[src/rtl/assoc_cache_memory.sv]
// 2-way set-associative write-back, write-allocate data cache with per-set LRU.
// Optional hit/miss counters when CACHE_STATS_EN is defined.
module assoc_cache_memory #(
  parameter int ADDR_W = 8,
  parameter int DATA_W = 8,
  parameter int WORDS  = 4,
  parameter int SETS   = 4,
  localparam int OFFSET_W = $clog2(WORDS),
  localparam int INDEX_W  = $clog2(SETS),
  localparam int TAG_W    = ADDR_W - INDEX_W - OFFSET_W,
  localparam int BLK_W    = DATA_W * WORDS
) (
  input  logic                 clock,
  input  logic                 reset,
  input  logic                 read,
  input  logic                 write,
  input  logic [ADDR_W-1:0]    address,
  input  logic [DATA_W-1:0]    writedata,
  output logic [DATA_W-1:0]    readdata,
  output logic                 busywait,
  output logic                 read_mem,
  output logic                 write_mem,
  output logic [ADDR_W-OFFSET_W-1:0] address_mem,
  output logic [BLK_W-1:0]     writedata_mem,
  input  logic [BLK_W-1:0]     readdata_mem,
  input  logic                 busywait_mem
`ifdef CACHE_STATS_EN
  ,
  output logic [15:0]          hit_count,
  output logic [15:0]          miss_count
`endif
);

  typedef enum logic [1:0] {IDLE, WRITEBACK, FETCH} state_t;
  state_t state, state_nxt;

  logic [TAG_W-1:0]    tags   [2][SETS];
  logic [BLK_W-1:0]    blocks [2][SETS];
  logic [1:0][SETS-1:0] valid, dirty;
  logic [SETS-1:0]     lru;

  logic [OFFSET_W-1:0] offset;
  logic [INDEX_W-1:0]  idx;
  logic [TAG_W-1:0]    tag_in;
  assign offset = address[OFFSET_W-1:0];
  assign idx    = address[OFFSET_W +: INDEX_W];
  assign tag_in = address[ADDR_W-1 -: TAG_W];

  logic       request, match, hit, hit_way, victim;
  logic [1:0] way_hit;
  assign request = read | write;

  for (genvar w = 0; w < 2; w++) begin : g_way
    assign way_hit[w] = valid[w][idx] & (tags[w][idx] == tag_in);
  end

  assign match   = |way_hit;
  assign hit     = match & (state == IDLE);
  assign hit_way = way_hit[1];
  assign victim  = !valid[0][idx] ? 1'b0 : (!valid[1][idx] ? 1'b1 : lru[idx]);

  // Miss context is latched so memory traffic stays stable even if the CPU drops its request.
  logic               miss_way;
  logic [INDEX_W-1:0] miss_idx;
  logic [TAG_W-1:0]   miss_tag;

  assign busywait = reset & request & ~hit;
  assign readdata = (reset & read & hit) ? blocks[hit_way][idx][offset*DATA_W +: DATA_W]
                                         : '0;

  always_comb begin
    state_nxt     = state;
    read_mem      = 1'b0;
    write_mem     = 1'b0;
    address_mem   = '0;
    writedata_mem = '0;
    case (state)
      IDLE: if (request & ~match)
        state_nxt = (valid[victim][idx] & dirty[victim][idx]) ? WRITEBACK : FETCH;
      WRITEBACK: begin
        write_mem     = 1'b1;
        address_mem   = {tags[miss_way][miss_idx], miss_idx};
        writedata_mem = blocks[miss_way][miss_idx];
        if (!busywait_mem) state_nxt = FETCH;
      end
      FETCH: begin
        read_mem    = 1'b1;
        address_mem = {miss_tag, miss_idx};
        if (!busywait_mem) state_nxt = IDLE;
      end
      default: state_nxt = IDLE;
    endcase
  end

  always_ff @(posedge clock or negedge reset) begin
    if (!reset) begin
      state    <= IDLE;
      valid    <= '0;
      dirty    <= '0;
      lru      <= '0;
      miss_way <= 1'b0;
      miss_idx <= '0;
      miss_tag <= '0;
    end else begin
      state <= state_nxt;
      case (state)
        IDLE: if (request) begin
          if (match) begin
            lru[idx] <= ~hit_way;
            if (write) dirty[hit_way][idx] <= 1'b1;
          end else begin
            miss_way <= victim;
            miss_idx <= idx;
            miss_tag <= tag_in;
          end
        end
        WRITEBACK: if (!busywait_mem) dirty[miss_way][miss_idx] <= 1'b0;
        FETCH: if (!busywait_mem) begin
          valid[miss_way][miss_idx] <= 1'b1;
          dirty[miss_way][miss_idx] <= 1'b0;
        end
        default: ;
      endcase
    end
  end

  // Tag and data arrays carry no reset; valid bits guard them.
  always_ff @(posedge clock) begin
    if (state == IDLE && request && match && write)
      blocks[hit_way][idx][offset*DATA_W +: DATA_W] <= writedata;
    else if (state == FETCH && !busywait_mem) begin
      blocks[miss_way][miss_idx] <= readdata_mem;
      tags[miss_way][miss_idx]   <= miss_tag;
    end
  end

`ifdef CACHE_STATS_EN
  // The hit that completes a filled request is part of the miss, so it is masked for one cycle.
  logic after_fill;
  always_ff @(posedge clock or negedge reset) begin
    if (!reset) begin
      hit_count  <= '0;
      miss_count <= '0;
      after_fill <= 1'b0;
    end else begin
      after_fill <= (state == FETCH) & ~busywait_mem;
      if (request && hit && !after_fill && hit_count != 16'hFFFF)
        hit_count <= hit_count + 16'd1;
      if (state == IDLE && request && !match && miss_count != 16'hFFFF)
        miss_count <= miss_count + 16'd1;
    end
  end
`endif

endmodule

[config.mk]
export PLATFORM = sky130hd
export DESIGN_NAME = assoc_cache_memory
export DESIGN_NICKNAME = d
export VERILOG_FILES = /design/src/rtl/assoc_cache_memory.sv
export SDC_FILE = /design/constraint.sdc
export NUM_CORES = 1
export LEC_CHECK = 0
export ABC_AREA = 1
export CAP_MARGIN = 30
export CORE_AREA = 3 3 126 249
export DETAILED_ROUTE_END_ITERATION = 6
export DIE_AREA = 0 0 129 252
export DONT_BUFFER_PORTS = 1
export PLACE_DENSITY = 0.73
export SETUP_SLACK_MARGIN = 0.2
export SYNTH_ARGS = -nofsm -noshare
export SYNTH_HDL_FRONTEND = slang
export SYNTH_SLANG_ARGS = --single-unit
[constraint.sdc]
create_clock -name clock -period 4.8 [get_ports clock]
set_input_delay 0.96 -clock clock [delete_from_list [all_inputs] [get_ports clock]]
set_output_delay 0.96 -clock clock [all_outputs]
set_load 0.03 [all_outputs]
# After elaboration in Yosys (flattened, before gate mapping)
# Memory sizes are Yosys's and may differ from the RTL's.
# Cells that the tools add are included.
# totals
output_inout_bits,49
regBits,29
word_cells,150
memories,2
ramBits,288
# classes
shifts,3
magnitude_cmp,13
mux,70
eq_ne,11
reduce_logical,21
n_addsub,1
bitwise_logic,20
# mem_list
name,words,word_bits,read_ports,rd_ports_with_merged_regs,write_ports,line,rtl
blocks,2,128,2,0,1,38,logic [BLK_W-1:0] blocks [2][SETS];
tags,2,16,3,0,1,37,logic [TAG_W-1:0] tags [2][SETS];
# ops
op,n
$mux W128,4
$mux W32,7
$bmux W32 S2,2
$demux W32 S2,2
$reduce_or A128 Y1,1
$mux W4,13
$mux W8,5
$neg A5 Y34,1
$shift A8 B34 Y32 const A,1
$shiftx A8 B34 Y32,1
$shiftx A32 B6 Y8,1
$bmux W4 S2,3
$mux W16,1
$or A8 B8 Y8,2
$pmux W8 S2,1
$mux W1,15
$ne A2 B2 Y1 const B,7
$pmux W6 S2,1
$bmux W1 S2,5
$logic_and A1 B1 Y1,10
$and A1 B1 Y1,9
$reduce_and A3 Y1,3
$and A8 B8 Y8,1
$demux W4 S1,2
24 further kinds,41

# Depth between registers and ports, before layout
# depth
word_depth,15
depth_mapped,20

# Worst setup path after synthesis
# Ideal clock, no wire load.
# synth_path
kind,input -> output
from,in address[3]
to,out readdata[6]
t_arrival_ns,3.007
t_required_ns,3.840
setup_slack_ns,0.833
stages,14
cell_sequence,buf_4 nor2_2 a21oi_1 nand2_1 nand2_1 nor2_4 nand2_4 buf_6 buf_2 a21oi_1 o21ai_1 nand3_1 nand3_1 a21oi_1
# synth_via
elab_chain_len,12
word_cells_on_any_way,24
classes_between,eq/ne (2); shift (1); mux (14); bitwise (5); reduce/logical (1); memory (1)
# synth_rtl
item,line,rtl
from (decl),17,"input logic [ADDR_W-1:0] address,"
$not A2 Y3 (not written as such),"54, 68",
$bmux W4 S2,54,assign way_hit[w] = valid[w][idx] & (tags[w][idx] == tag_in);
$mux W4 (not written as such) (2 in a row),54,
$eq A4 B4 Y1,54,
$and A1 B1 Y1,54,
$mem_v2 Z2 W128,--,
$bmux W32 S2,68,assign readdata = (reset & read & hit) ? blocks[hit_way][idx][offset*DATA_W +: DATA_W]
$mux W32 (not written as such) (2 in a row),68,
$shiftx A32 B6 Y8,68,
$mux W8 *,68,
to (decl),19,"output logic [DATA_W-1:0] readdata,"
# Every way passes the cells marked *; elsewhere a longest branch is shown, timed or not. The select of a mux whose other input is x is not followed.

# Final worst setup path
# layout_path
from,in address[3]
to,out readdata[0]
# Same word-level chain as after synthesis.

==> summary.md <==
| Metric | Value |
|---|---|
| Max cap viols | `0` |
| First drt pass iteration count | `6` |
| HPWL Detailed | `38400 um` |
| Num CTS Buffers | `28` |
| Layout Nets | `1834` |
| Die width | `129 um` |
| Clock sinks | `317` |
| Status | `completed` |
| Ant. Diodes | `0` |
| CTS root buf | `clkbuf_16` |
| Starting Density | `54.6%` |
| Standard-cell rows | `89` |
| Worst-path clk slew | `0.07 ns` |
| Hold Vio Cnt, Final | `0` |
| Post-synth EDFFs | `288` |
| Buffers on Ports | `0` |
| HP Class | `in2async` |
| Yosys warning count | `0` |
| Cell Chain, Critical Path | `inv_4, nand2_2, buf_4, inv_4, a22oi_1, o221ai_4, nand2_1, nor2_1, nand2_1, nand2_2, nand2_1, inv_1, nand3_1, inv_2, nand2_1, nor2_1, buf_4` |
| Initial antenna violation count | `1` |
| Peak VDD IR | `336 uV` |
| First DRT Iteration DRCs | `1634` |
| Async set-or-reset flop fraction in the synthesized netlist | `9.15%` |
| Latest clock arrival within the worst-skew pair | `0.57 ns` |
| Slowest-stage cell, CP | `nor2_1` |
| Global-route usage over all layers | `35.0%` |
| Routed wire length | `57100 um` |
| Vias | `14.1k` |
| Area share of the largest cell type after synthesis | `53.5%` |
| Worst-margin pin slew | `1.07 ns` |
| Synth top cells by count | `nand2_1, edfxtp_1, nor2_1` |
| First-pass GRT wire length | `83700 um` |
| # IOs | `102` |
| Cells after Synth | `1725` |
| Layout area overhead | `12.2%` |
| Post-synth design cell area | `16200 sq um` |
| Worst Setup Path Type | `in2out` |
| Top area cells in the synthesized netlist | `edfxtp_1, nand2_1, nor2_1` |
| Setup TNS | `0 ns` |
| Gr ovfl total | `0` |
| Clk buf depth | `3` |
| LEAKAGE | `7.06 nW` |
| Metal2 WL | `27600 um` |
| CP Data Arrival Time | `3.53 ns` |
| Main synth FF type | `edfxtp_1` |
| Setup Skew | `0.0158 ns` |
| Synth Net Count | `1787` |
| Top cell by count, worst path | `nand2_1` |
| Setup bufs post-CTS | `0` |
| Max-slew violations | `0` |
| Total Die Area | `32500 sq um` |
| Met3 WL | `6360 um` |
| Syn Area/Cell | `9.37 sq um` |
| Slew headroom | `28.7%` |
| Min Clock Period, post-route | `4.49 ns` |
| Level count of the clock H-tree | `1` |
| Top Metal Used | `met5` |
| Startpoint types | `input pin` |
| CTS tree | `done` |
| Tcrit/Tclk final | `93.6%` |
| RSZ-0062 raised after global routing | `no` |
| Yosys top cell by area | `edfxtp_1` |
| DRT antenna net count | `0` |
| Area of the multi-input gates | `5770 sq um` |
| Largest net degree at the start of global routing | `51` |
| Die H | `252 um` |
| Layout cell share with drive strength beyond 1 | `11.0%` |
| Total power | `8.81 mW` |
| WL per Instance | `26.4 um` |
| Vias in the first global route | `13.8k` |
| Yosys reg bits | `317` |
| Top-count cell post-synth | `nand2_1` |
| GP Congestion | `1.00` |
| Reg area | `9370 sq um` |
| Kind of end point of the critical path | `output pin` |
| Final setup violation count | `0` |
| Achievable clock frequency | `222 MHz` |
| Wire length on met1 | `17700 um` |
| Placeable core area | `29600 sq um` |
| Slowest stage delay, CP | `0.32 ns` |
| # fillers | `2369` |
| Power Dens Cells | `486 nW/um^2` |
| Seq/Total Area, Yosys | `58.0%` |
| Hold_buf cts | `0` |
| CP Max Fanout | `13` |
| Final routed DRC violation total | `0` |
| Number of library cell types mapped by synthesis | `48` |
| Worst EP required | `3.84 ns` |
| Via/cell ratio | `6.55` |
## worst max-delay path, delay by kind of cell
family                 cells  cell delay, ns
AO/OA/AOI/OAI              2            0.37
buffers and inverters      6            1.03
AND/OR/NAND/NOR            9            1.17
## logic make-up after synthesis
group                      count (synthesis)  synth area share (%)
and+or+nand+nor                          854                  22.8
DFF                                      317                  58.0
AOI/OAI and AO/OA                        290                  11.9
buffers and inverters                    254                  6.56
adders and majority gates                  9                 0.696
xor gates and xnor gates                   1                0.0542
## final timing paths
check,start,endpoint,slack (ns),cells after the start
max in group asynchronous,reset,dirty[4]$_DFFE_PN0P_,4.63,0
worst min-delay path,reset,miss_idx[1]$_DFFE_PN0P_,0.07,0
worst min register to register,lru[3]$_DFFE_PN0P_,lru[3]$_DFFE_PN0P_,0.49,2
min in group clock,lru[3]$_DFFE_PN0P_,lru[3]$_DFFE_PN0P_,0.49,2
worst max register to register,valid[0]$_DFFE_PN0P_,blocks[1][37]$_DFFE_PP_,1.34,12
worst max-delay path,address[3],readdata[0],0.31,17
## sequential cells by signal, summed over array words and instances, names as in the netlist
| register | cells |
|---|---|
| blocks | 256 |
| dirty | 8 |
| lru | 4 |
| miss_idx | 2 |
| miss_tag | 4 |
| miss_way | 1 |
| state | 2 |
| tags | 32 |
| valid | 8 |
## layout by cell type (no fill, tap or decap), types with 4 or more instances in the layout
cell type,n
a41oi_1,17
a22oi_1,31
inv_1,146
a31oi_1,4
edfxtp_1,288
inv_2,6
bufinv_16,7
nor2_2,6
a221oi_1,47
clkinv_1,4
nor2_4,5
clkbuf_1,5
buf_4,107
o2bb2ai_1,5
o21ai_1,23
nor2_1,209
nand3_1,147
o22ai_1,10
o21bai_1,4
o211ai_1,7
nand4_1,31
nor3_1,22
clkbuf_16,29
nand3b_1,24
a21oi_1,38
nand2_1,399
clkinv_2,4
ha_1,9
dfrtp_1,29
o21ai_0,84
## layout make-up
type / instances / area share, %
Clock inverter: 16 / 1.45
Tap cell: 364 / 2.51
Timing Repair Buffer: 113 / 4.95
Inverter: 158 / 3.33
Sequential cell: 317 / 51.7
Multi-Input combinational cell: 1154 / 31.8
Clock buffer: 36 / 4.26
## metal layers
| metal | vias up | track usage, % |
|---|---|---|
| li1 | 6118 | - |
| met1 | 6593 | 39.7 |
| met2 | 1102 | 58.2 |
| met3 | 314 | 6.00 |
| met4 | 2 | 26.1 |
| met5 | - | 0 |
## per-stage QoR
stage	setup slack, ns	hold slack (ns)	area (sq um)	utilization, %	instances
6_report	0.306	0.0728	18100	61.2	2158
4_1_cts	0.271	0.0701	18100	61.1	2158
3_5_place_dp	0.168	0.475	17100	57.6	2106
2_1_floorplan	0.833	0.453	16200	-	1725
3_3_place_gp	0.170	0.472	17100	57.6	2106
5_1_grt	0.206	0.0640	18100	61.2	2158
## power breakdown
part	total [mW]	leakage, nW	internal, mW	switching [mW]
Sequential	3.59	3.01	3.39	0.193
Clock	2.54	0.499	1.51	1.03
Combinational	2.68	3.55	0.717	1.96
## repair_timing
action / 4_1_cts / 5_1_grt
gates resized for setup: 2 / 8
endpoints found under the setup margin: 1 / 2
pin swaps: 0 / 0
Note: power is estimated with default switching activity, not from simulation.
